### src/rtl/mist1032isa_uart_receiver.sv
// ---------------------------------------------------------------------------------------------
// mist1032isa_uart_receiver
//
// Single-clock 8N1 UART receiver (LSB first). It uses the same x4 baud-tick scheme and baudrate
// parameters as the companion transmitter, so both blocks can share one configuration.
//
// The pin is synchronised, a falling edge phase-aligns the tick generator, and the start bit is
// re-checked at its centre. Each data bit and the stop bit are then sampled at their nominal
// centres. A completed byte sits in a valid/acknowledge holding register. That register carries
// a framing-error flag and a sticky overrun flag.
//
// Parameters:
//   BAUDRATE_FIXED   - 1: tick limit comes from BAUDRATE_COUNTER, 0: from iEXTBAUD_COUNT
//   BAUDRATE_COUNTER - tick limit L = (clock / baudrate) / 4 - 1, at least 4
//
// Ports:
//   iCLOCK         in   system clock (only clock)
//   inRESET        in   asynchronous active-low reset
//   iEXTBAUD_COUNT in   external tick limit, stable while oRX_BUSY is high
//   iUART_RXD      in   asynchronous serial input, idle high
//   oRX_VALID      out  a received byte is held in oRX_DATA
//   oRX_DATA       out  received byte
//   oRX_FRAME_ERR  out  the held byte had a low stop bit
//   oRX_OVERRUN    out  sticky: a byte was dropped because the held one was not acknowledged
//   iRX_ACK        in   consumer acknowledge, ignored while oRX_VALID is low
//   oRX_BUSY       out  receive FSM is not idle
// ---------------------------------------------------------------------------------------------
module mist1032isa_uart_receiver #(
  parameter logic        BAUDRATE_FIXED   = 1'b1,
  parameter logic [19:0] BAUDRATE_COUNTER = 20'd108
) (
  input  logic        iCLOCK,
  input  logic        inRESET,
  input  logic [19:0] iEXTBAUD_COUNT,
  input  logic        iUART_RXD,
  output logic        oRX_VALID,
  output logic [7:0]  oRX_DATA,
  output logic        oRX_FRAME_ERR,
  output logic        oRX_OVERRUN,
  input  logic        iRX_ACK,
  output logic        oRX_BUSY
);

  typedef enum logic [2:0] {
    StIdle,
    StStart,
    StData,
    StStop,
    StWaitHigh
  } state_e;

  state_e      state_q;
  logic        rxd_meta_q;
  logic        rxd_s_q;
  logic [19:0] baud_cnt_q;
  logic [1:0]  sub_cnt_q;
  logic [2:0]  bit_idx_q;
  logic [7:0]  shift_q;
  logic        busy_q;
  logic        valid_q;
  logic [7:0]  data_q;
  logic        frame_err_q;
  logic        overrun_q;

  logic [19:0] baud_limit;
  logic        start_det;
  logic        tick;
  logic        byte_done;

  // -------------------------------------------------------------------------------------------
  // Tick generation
  // -------------------------------------------------------------------------------------------
  assign baud_limit = BAUDRATE_FIXED ? BAUDRATE_COUNTER : iEXTBAUD_COUNT;

  // A falling edge seen in IDLE restarts the tick phase, so no tick is issued in that cycle.
  assign start_det  = (state_q == StIdle) && !rxd_s_q;

  // Compare with >= so that a limit lowered at the wrong moment cannot make the counter run
  // through its whole 20-bit range before the next tick.
  assign tick       = !start_det && (baud_cnt_q >= baud_limit);

  // The stop bit is sampled on the 4th tick of the stop-bit period.
  assign byte_done  = (state_q == StStop) && tick && (sub_cnt_q == 2'd3);

  // -------------------------------------------------------------------------------------------
  // Two-flop synchroniser. Both flops reset to the idle (high) level, so reset release cannot
  // look like a start bit.
  // -------------------------------------------------------------------------------------------
  always_ff @(posedge iCLOCK or negedge inRESET) begin
    if (!inRESET) begin
      rxd_meta_q <= 1'b1;
      rxd_s_q    <= 1'b1;
    end else begin
      rxd_meta_q <= iUART_RXD;
      rxd_s_q    <= rxd_meta_q;
    end
  end

  // -------------------------------------------------------------------------------------------
  // Baud tick counter, period L + 1 cycles
  // -------------------------------------------------------------------------------------------
  always_ff @(posedge iCLOCK or negedge inRESET) begin
    if (!inRESET) begin
      baud_cnt_q <= 20'd0;
    end else if (start_det || tick) begin
      baud_cnt_q <= 20'd0;
    end else begin
      baud_cnt_q <= baud_cnt_q + 20'd1;
    end
  end

  // -------------------------------------------------------------------------------------------
  // Receive FSM
  //
  // The sub-counter counts ticks, with four ticks per bit. The start bit is re-checked on its
  // 2nd tick, which is the bit centre. From then on, every 4th tick falls on the centre of the
  // next bit.
  // -------------------------------------------------------------------------------------------
  always_ff @(posedge iCLOCK or negedge inRESET) begin
    if (!inRESET) begin
      state_q   <= StIdle;
      busy_q    <= 1'b0;
      sub_cnt_q <= 2'd0;
      bit_idx_q <= 3'd0;
      shift_q   <= 8'h00;
    end else begin
      case (state_q)
        StIdle: begin
          if (!rxd_s_q) begin
            state_q   <= StStart;
            busy_q    <= 1'b1;
            sub_cnt_q <= 2'd0;
          end
        end

        StStart: begin
          if (tick) begin
            if (sub_cnt_q == 2'd1) begin
              if (!rxd_s_q) begin
                state_q   <= StData;
                bit_idx_q <= 3'd0;
                sub_cnt_q <= 2'd0;
              end else begin
                // The line went high again before mid-bit: treat it as a glitch.
                state_q <= StIdle;
                busy_q  <= 1'b0;
              end
            end else begin
              sub_cnt_q <= sub_cnt_q + 2'd1;
            end
          end
        end

        StData: begin
          if (tick) begin
            // The sub-counter wraps from 3 to 0, so STOP is entered with it at 0.
            sub_cnt_q <= sub_cnt_q + 2'd1;
            if (sub_cnt_q == 2'd3) begin
              shift_q   <= {rxd_s_q, shift_q[7:1]};
              bit_idx_q <= bit_idx_q + 3'd1;
              if (bit_idx_q == 3'd7) begin
                state_q <= StStop;
              end
            end
          end
        end

        StStop: begin
          if (tick) begin
            sub_cnt_q <= sub_cnt_q + 2'd1;
            if (sub_cnt_q == 2'd3) begin
              if (rxd_s_q) begin
                state_q <= StIdle;
                busy_q  <= 1'b0;
              end else begin
                state_q <= StWaitHigh;
              end
            end
          end
        end

        StWaitHigh: begin
          // A held-low line (break) must not be decoded as a stream of zero bytes.
          if (rxd_s_q) begin
            state_q <= StIdle;
            busy_q  <= 1'b0;
          end
        end

        default: begin
          state_q <= StIdle;
          busy_q  <= 1'b0;
        end
      endcase
    end
  end

  // -------------------------------------------------------------------------------------------
  // Holding register
  //
  // A completion has priority over an acknowledge in the same cycle. The acknowledge frees the
  // slot, and the new byte fills it immediately. Data and frame error keep their last values
  // after an acknowledge.
  // -------------------------------------------------------------------------------------------
  always_ff @(posedge iCLOCK or negedge inRESET) begin
    if (!inRESET) begin
      valid_q     <= 1'b0;
      data_q      <= 8'h00;
      frame_err_q <= 1'b0;
      overrun_q   <= 1'b0;
    end else if (byte_done) begin
      if (!valid_q || iRX_ACK) begin
        valid_q     <= 1'b1;
        data_q      <= shift_q;
        frame_err_q <= !rxd_s_q;
        if (iRX_ACK) begin
          overrun_q <= 1'b0;
        end
      end else begin
        overrun_q <= 1'b1;
      end
    end else if (iRX_ACK && valid_q) begin
      valid_q   <= 1'b0;
      overrun_q <= 1'b0;
    end
  end

  assign oRX_VALID     = valid_q;
  assign oRX_DATA      = data_q;
  assign oRX_FRAME_ERR = frame_err_q;
  assign oRX_OVERRUN   = overrun_q;
  assign oRX_BUSY      = busy_q;

endmodule

### config.mk
export PLATFORM = sky130hd
export DESIGN_NAME = mist1032isa_uart_receiver
export DESIGN_NICKNAME = d
export VERILOG_FILES = /design/src/rtl/mist1032isa_uart_receiver.sv
export SDC_FILE = /design/constraint.sdc
export NUM_CORES = 1
export LEC_CHECK = 0
export CAP_MARGIN = 20
export CORE_ASPECT_RATIO = 0.5
export CORE_MARGIN = 1.5
export CORE_UTILIZATION = 48
export DETAILED_ROUTE_END_ITERATION = 12
export HOLD_SLACK_MARGIN = 0.1
export PLACE_DENSITY = 0.83
export REMOVE_ABC_BUFFERS = 1
export SLEW_MARGIN = 20
export SYNTH_ARGS = -nofsm -noshare
export SYNTH_HDL_FRONTEND = slang
export SYNTH_SLANG_ARGS = --single-unit
### constraint.sdc
create_clock -name iCLOCK -period 2 [get_ports iCLOCK]
set_input_delay 0.3 -clock iCLOCK [delete_from_list [all_inputs] [get_ports iCLOCK]]
set_output_delay 0.3 -clock iCLOCK [all_outputs]
set_load 0.05 [all_outputs]
### Yosys cells after proc, flatten, opt, wreduce, memory -nomap -nowiden

Index checks and enable logic that the tools add are counted.

* register bits after elaboration: 50
* input bits: 24
* output and inout port bits: 12

* reductions and logical operators: 23
* $add $sub $neg: 3
* equality and inequality tests: 20
* bitwise logic cells: 1
* $lt $le $gt $ge: 1
* muxes and demuxes: 37

Operator list (count)
* 3-bit two-way mux: 15
* 20-bit by 1-bit adder with 20-bit output (second input constant): 1
* 20-bit by 7-bit greater-or-equal comparator with 1-bit output (second input constant): 1
* 20-bit two-way mux: 1
* 2-bit inequality test (second input constant): 9
* 3-bit one-hot mux with 5 select lines: 1
* 1-bit two-way mux: 12
* 6-bit AND reduction: 2
* 2-bit two-way mux: 5
* 9-bit AND reduction: 1
* 3-bit by 2-bit == test with 1-bit output (second input constant): 2
* 3-bit == test (second input constant): 2
* 2-bit by 1-bit inequality test with 1-bit output (second input constant): 3
* 2-bit one-hot mux with 3 select lines: 1
* 3-bit one-hot mux with 2 select lines: 1
* 2-bit AND reduction: 3
* 3-bit AND reduction: 2
* 1-bit logical AND: 5
* 1-bit one-hot mux with 5 select lines: 1
* 2-bit nonzero test: 2
* 3-bit by 1-bit adder with 3-bit output (second input constant): 1
* 3-bit by 1-bit == test with 1-bit output (second input constant): 1
* 1-bit logical NOT: 3
* 3-bit logical NOT: 1
* 8 further kinds: 9

### Logic depth before layout (Yosys ltp)

* depth after elaboration: 8
* gate-level depth with buffers: 7
* mapped depth without buffers: 7

### Worst setup path before layout

Ideal clock, no wire load.

* path type: register -> register
* from: register baud_cnt_q[17]
* to: register shift_q[1]
* cell stages (with the launch flop): 8
* arrival time: 1.664 ns
* setup time: 0.125 ns
* data required time: 1.875 ns
* buffers on the path: 2
* slack: 0.210 ns
* cells stage by stage: dfrtp_1 -> nor4_4 -> o211ai_2 -> or2_1 -> buf_6 -> nand3_4 -> buf_6 -> mux2_4

* longest elaborated chain between the ends: 3

Ends and longest elaborated chain
* from (decl): line 55 `logic [19:0] baud_cnt_q;`
* from (signal assigned): line 108 `baud_cnt_q <= baud_cnt_q + 20'd1;`
* 20-bit by 7-bit greater-or-equal comparator with 1-bit output: line 80 `assign tick = !start_det && (baud_cnt_q >= baud_limit);`
* 1-bit logical AND: line 80
* 3-bit AND reduction (no source line)
* to (signal assigned): line 159 `shift_q <= {rxd_s_q, shift_q[7:1]};`
* to (decl): line 58 `logic [7:0] shift_q;`

Every way passes these cells.
A chain may end at the register's enable or synchronous reset.

### Worst setup path in the final report

* from: register busy_q, in the netlist oRX_BUSY
* to: output port oRX_BUSY

RTL lines
* from (decl): line 59 `logic busy_q;`
* from (signal assigned): line 122 `busy_q <= 1'b0;`
* from (signal assigned): line 131 `busy_q <= 1'b1;`
* from (signal assigned): line 146 `busy_q <= 1'b0;`
* to (decl): line 41 `output logic oRX_BUSY`

No word-level cell between the ends.

==> metrics.txt <==
Setup crit end kind output pin; Tot Pwr between 2 and 3 mW; Largest stage delay, worst path about 0.83 ns; Logic pwr share 26.2%; worst hold-check path type in2async; period utilisation layout approximately nine tenths; Post-CTS Setup Inserts 0; total track usage 16.0%; Worst-Margin Slew around 0.6 ns; Detailed Place HPWL 2300 um; maximum vdd drop around 0.39 mV; grt met2 use a little over a quarter; CP startpoint kind flip-flop; Clock Latency Late Sink around 0.3 ns; Bufs on Longest Clock Path 2; GRT busiest layer met2; Total Neg Setup Slack 0 ns; Bufs and invs on worst path 1; routed wire length between 3000 and 4000 um; initial antenna violation count 0; # rows 16; Initial DRC Count 19; Post-Synthesis Cells between 150 and 200; Cell Area, Synth between 2000 and 2500 um^2; Final ANT Viol Nets 0; max cap viols 0; DP Cell Count 240; die height around 50 um; Ys Warns 0; RePlAce Congestion 0.738; arrival time at the worst endpoint 1.54 ns; vias in the first global route 1227; number of buffers created by CTS 5; DIE WIDTH 96.3 um; Synth async-reset ratio 100%; most frequent cells after synthesis dfrtp_1, mux2_4, nor2_1; net count reported at finish 223; clock power share between 20% and 30%; ys flop type dfrtp_1; P_sw a little over 0.8 mW; setup violators final 0; met3 Use GR between 4 and 5%; die area ~4800 um^2; count leader, synth dfrtp_1; Sw Share between 30% and 40%; Starting Density 51.7%; GRT overflow 0; DR pass1 iterations 4; syn avg cell area 13.5 um^2; unrepaired setup endpoints after global routing false; CP Class reg2out; Clk pin slew, worst setup/hold paths ~0.090 ns; Clock Sinks 50; TritonCTS clock tree built; sequential area share after synthesis approximately three fifths; via count roughly 1200; crit-path cells clkdlybuf4s50_1; setup slack after layout about 0.16 ns; CP required 1.70 ns; Synth area leader dfrtp_1; P_leak 1.18 nW; # H-tree levels 2; sequential power share 47.4%; Wirelength per Cell about 14 um; cts hold-fix bufs 0; core footprint 4040 um^2; Worst Clk Skew 0.00601 ns; Relative slew margins between 60% and 70%; routed vias/inst 4.91; Slew Limit Fails 0; largest net degree at the start of global routing 51; # IOs 36; antenna cells 0; Tmin final about 1.8 ns; Syn-to-layout area delta 18.7%; IO Port Bufs 15; first-pass GRT wire length 5630 um; status finished clean; critical path's top delay family buffers and inverters; EDFF count, synth 0; pre-CTS setup slack between 0.003 and 0.004 ns; M1 GR Usage 19.1%; Root Buffer clkbuf_8; number of remaining DRC errors 0; Final Hold Vio Count 0; critical path fanouts, max 4; PD cells 1050 nW/um^2; fmax between 500 and 600 MHz; Synth top area share between 50% and 60%; Yosys cell types 36; crit path max-delay cell type clkdlybuf4s50_1; top cells by area, synth dfrtp_1, mux2_4, ha_1; layout cell share with drive strength beyond 1 approximately a fifth; FF+latch count, synth 50; final non-filler cell total between 200 and 250; P_int approximately 1.8 mW
## state kept, by name (all words and copies together), names as in the netlist
signal / count
baud_cnt_q: 20
oRX_DATA: 8
shift_q: 8
bit_idx_q: 3
state_q: 3
sub_cnt_q: 2
oRX_BUSY: 1
oRX_FRAME_ERR: 1
oRX_OVERRUN: 1
oRX_VALID: 1
rxd_meta_q: 1
rxd_s_q: 1
## per-stage QoR
step / utilization [%] / hold WS [ns] / cell area, um^2
after floorplan: - / 0.00441 / 2100
after global placement: 58.5 / 0.351 / 2370
after detailed placement: 58.5 / 0.353 / 2370
after CTS: 61.4 / 0.112 / 2480
after global routing: 61.4 / 0.129 / 2480
final: 61.4 / 0.0773 / 2480
## routing by layer
layer | routed length, um | up-vias
met3 | 143 | 7
li1 | - | 589
met2 | 1580 | 28
met1 | 1570 | 594
met4 | 63 | 0
met5 | 0 | -
## timing repair
action / in CTS / in global routing
setup endpoints to repair: 4 / 0
endpoints found under the hold margin: 0 / 0
gates resized for setup: 1 / 0
## final timing paths
| check | from | endpoint | slack [ns] | cells after the start |
|---|---|---|---|---|
| setup / recovery | oRX_BUSY$_DFFE_PN0P_ | oRX_BUSY | 0.16 | 1 |
| hold / removal | inRESET | baud_cnt_q[5]$_DFF_PN0_ | 0.08 | 2 |
| setup reg to reg | baud_cnt_q[3]$_DFF_PN0_ | oRX_DATA[1]$_DFFE_PN0P_ | 0.17 | 5 |
| hold reg to reg | rxd_meta_q$_DFF_PN1_ | rxd_s_q$_DFF_PN1_ | 0.37 | 0 |
| max in group asynchronous | inRESET | oRX_VALID$_DFFE_PN0P_ | 1.51 | 2 |
| min in group iCLOCK | rxd_meta_q$_DFF_PN1_ | rxd_s_q$_DFF_PN1_ | 0.37 | 0 |
## worst reg2reg max path, delay by kind of cell, from the launching register on
kind,cells,cell delay [ns]
simple gates,1,0.38
mux,1,0.33
compound gates,3,0.60
flops,1,0.40
## cell families (layout without fill, tap and decap cells)
group           count (synthesis)  count (layout)  synth area share (%)
flops                          50              50                  60.0
simple gates                   42              42                  11.5
compound gates                 20              20                  6.94
mux                            18              18                  12.3
buf+inv                        13              40                  3.41
fa+ha+maj                       6               6                  3.59
xor+xnor                        5               5                  2.09
other cells                     1              13                 0.179
## power groups by stage
stage	Clock [mW]	Sequential (mW)	Combinational [mW]
floorplan	0	1.36	0.343
global placement	0	1.24	0.642
detailed placement	0	1.25	0.670
CTS	0.697	1.23	0.685
global route	0.747	1.25	0.746
finish	0.686	1.23	0.683
## cells in the final DEF (no fill, tap or decap), drive strengths merged
master,instances
a21o,2
a21oi,4
a221oi,1
a22o,2
and3,1
buf,8
bufinv,1
clkbuf,6
clkdlybuf4s50,14
clkinvlp,1
conb,13
dfrtp,48
dfstp,2
ha,6
inv,10
mux2,17
mux2i,1
nand2,7
nand2b,2
nand3,6
nand3b,2
nand4bb,1
nor2,13
nor2b,4
nor3,2
nor4,3
o2111ai,1
o211ai,2
o21ai,4
o21bai,1
o221ai,1
o22ai,2
or2,1
xnor2,1
xor2,4
## area by class of cell
cell class	instances	area (um^2)
Clock inverter	2	37.5
Clock buffer	6	72.6
Tap cell	54	67.6
Inverter	10	37.5
Sequential cell	50	1250
Fill cell	294	1560
Multi-Input combinational cell	104	816
Timing Repair Buffer	22	198
No activity file was read; power rests on OpenSTA's default activity.
==> variant, RTL diff (same settings) <==
Re-encode `state_e` (5 states) as one-hot, 5 bits wide.
--- a/src/rtl/mist1032isa_uart_receiver.sv
+++ b/src/rtl/mist1032isa_uart_receiver.sv
@@ -42,10 +42,10 @@
 );
 
-  typedef enum logic [2:0] {
-    StIdle,
-    StStart,
-    StData,
-    StStop,
-    StWaitHigh
+  typedef enum logic [4:0] {
+    StIdle     = 5'b00001,
+    StStart    = 5'b00010,
+    StData     = 5'b00100,
+    StStop     = 5'b01000,
+    StWaitHigh = 5'b10000
   } state_e;
 
Function: no difference found for any inputs over 10 cycles, from zero or initial values and one cycle with inRESET low; not proved beyond that.
==> variant against the original RTL <==
Global-route usage grew 2.7 points. First-iteration DRC count grew to 4.1 times the old value. Combinational power fell by 12%. Clock skew about the same. Wire length rose by 28%. Fmax decreased by 3.0%. Sequential cell count grew 2. Power fell by 6.7%. Sequential share of layout area down 4.4 points. Cell area grew 14%. Hold slack improved by 0.28 ns. Synthesized area increased by 13%. Worst setup slack lost 0.057 ns.
==> variant: results (changes against the original RTL) <==
status - complete, no violations
DP HPWL - 2989 um (+30%)
IO buf count - 15 (unchanged)
synth cell count leaders - dfrtp_1, inv_1, nor2_1, nand2_1, mux2_2
Worst EP arrival - 2.12 ns (+0.58 ns)
postcts setup bufs - 0 (unchanged)
root buf cell - clkbuf_8
largest net degree at the start of global routing - 53 (+3.9%)
# fillers - 350 (+19%)
R2R depth - 6 (+1)
Slew HR - 0.6645 (+0.06332)
number of global-route vias before repair - 1569 (+28%)
drt first-iter violations - 77 (+58)
first-pass GRT wire length - 7452 um (+32%)
Peak VDD IR - 0.3801 mV (-1.7%)
clk slew on worst S/H paths - 0.10 ns
Async SR Flop Fraction - 1.000 (unchanged)
min-delay worst type - register to register
Fin Clk Skew - 0.006340 ns (+0.0003265 ns)
Reg with most FFs - baud_cnt_q
dominant cells by area after synthesis - dfrtp_1, mux2_4, mux2_2, dfstp_2, ha_1
max FFs per register - 20 (unchanged)
reg2reg setup slack - 0.11 ns (-0.06 ns)
highest clock rate - 0.5282 GHz (-3.0%)
Syn. warnings - 0 (unchanged)
final wirelength - 4294 um (+28%)
Worst setup endpoint - bit_idx_q[2]$_DFFE_PN0P_
sequential element share of the synthesized area - 0.5504 (-0.04925)
Synth Flop Type - dfrtp_1
Worst setup SP type - register
worst hold stages - 0
Leak - 0.001288 uW (+9.4%)
worst r2r src - state_q[0]$_DFFE_PN1P_
worst slack, placed - 0.1197 ns (+0.1158 ns)
# nets final - 266 (+19%)
share of post-route cells with drive strength above 1 - 0.2489 (+0.04791)
Distinct cells, synth - 51 (+42%)
TNS Setup - 0 ns (unchanged)
CTS buffer count - 5 (unchanged)
routed via count - 1552 (+27%)
crit path max fanout - 8 (+4)
GRT Resource Usage Total - 0.1874 (+0.02702)
GP Congestion - 0.8768 (+19%)
initial antenna violation count - 0 (unchanged)
clock buffer depth - 2 (unchanged)
antenna diode count - 0 (unchanged)
-- variant: cell count changes after synthesis, sizes merged, moves of 3 or more --
cell	delta
nor3b	+5
nand3	-3
nand4	+3
a21oi	+4
nor4b	+3
buf	+4
inv	+3
-- variant: layer usage --
metal  vias to the layer above  GRT usage  wire length (um)
met4                         0    0.07763                74
met1                       766     0.2379              2068
met5                         -          0                 0
met2                        24     0.3091              2030
met3                         9    0.04933               121
li1                        753          -                 -
-- variant: cells by family (layout without fill, tap and decap cells) --
family	count (synthesis)	in the layout	synth area share
flip-flops	52	52	0.5504
multiplexers	19	19	0.09974
other	1	13	0.001582
AND/OR/NAND/NOR	60	60	0.1657
adder cells (fa/ha/maj)	6	6	0.03166
AO/OA/AOI/OAI	29	29	0.08497
buffers and inverters	22	52	0.04380
XOR/XNOR	6	6	0.02216
-- variant: repair_timing --
item	CTS	global route
endpoints found under the hold margin	49	0
gates resized for setup	0	5
setup endpoints to repair	0	10
hold buffers	1	0
-- variant: worst min path at each step --
stage / from / to
floorplan: inRESET / baud_cnt_q[0]$_DFF_PN0_
global placement: inRESET / baud_cnt_q[1]$_DFF_PN0_
detailed placement: inRESET / baud_cnt_q[2]$_DFF_PN0_
CTS: rxd_meta_q$_DFF_PN1_ / rxd_s_q$_DFF_PN1_
global route: rxd_meta_q$_DFF_PN1_ / rxd_s_q$_DFF_PN1_
finish: rxd_meta_q$_DFF_PN1_ / rxd_s_q$_DFF_PN1_
-- variant: report_power, final --
part           internal [uW]  switching (uW)  total (uW)
clock network            257             368         626
logic                    259             345         604
registers               1130            67.0        1200
-- variant: stage by stage --
stage | instance area [sq um] | power [uW] | utilization | hold slack (ns) | std cells
floorplan | 2361 | 1605 | - | 0.004409 | 198
CTS | 2820 | 2427 | 0.6167 | 0.3630 | 303
finish | 2835 | 2428 | 0.6200 | 0.3560 | 303
global placement | 2714 | 1772 | 0.5934 | 0.3045 | 294
detailed placement | 2714 | 1794 | 0.5934 | 0.3085 | 294
global route | 2835 | 2559 | 0.6200 | 0.3608 | 303
-- variant: critical path, stage by stage, from the launching register on --
cell	delay (ns)
dfstp_2	0.39
buf_4	0.15
or4b_4	0.56
nor2_8	0.16
a21oi_2	0.09
nor3b_4	0.24
mux2i_1	0.22
-- variant: layout make-up --
| type | instances | area share |
|---|---|---|
| inverters | 13 | 0.01721 |
| flip-flops and latches | 52 | 0.4612 |
| clock buffers | 5 | 0.02427 |
| repair buffers | 31 | 0.09885 |
| multi-input cells | 133 | 0.3597 |
| clock inverters | 3 | 0.009709 |
| well taps | 66 | 0.02913 |
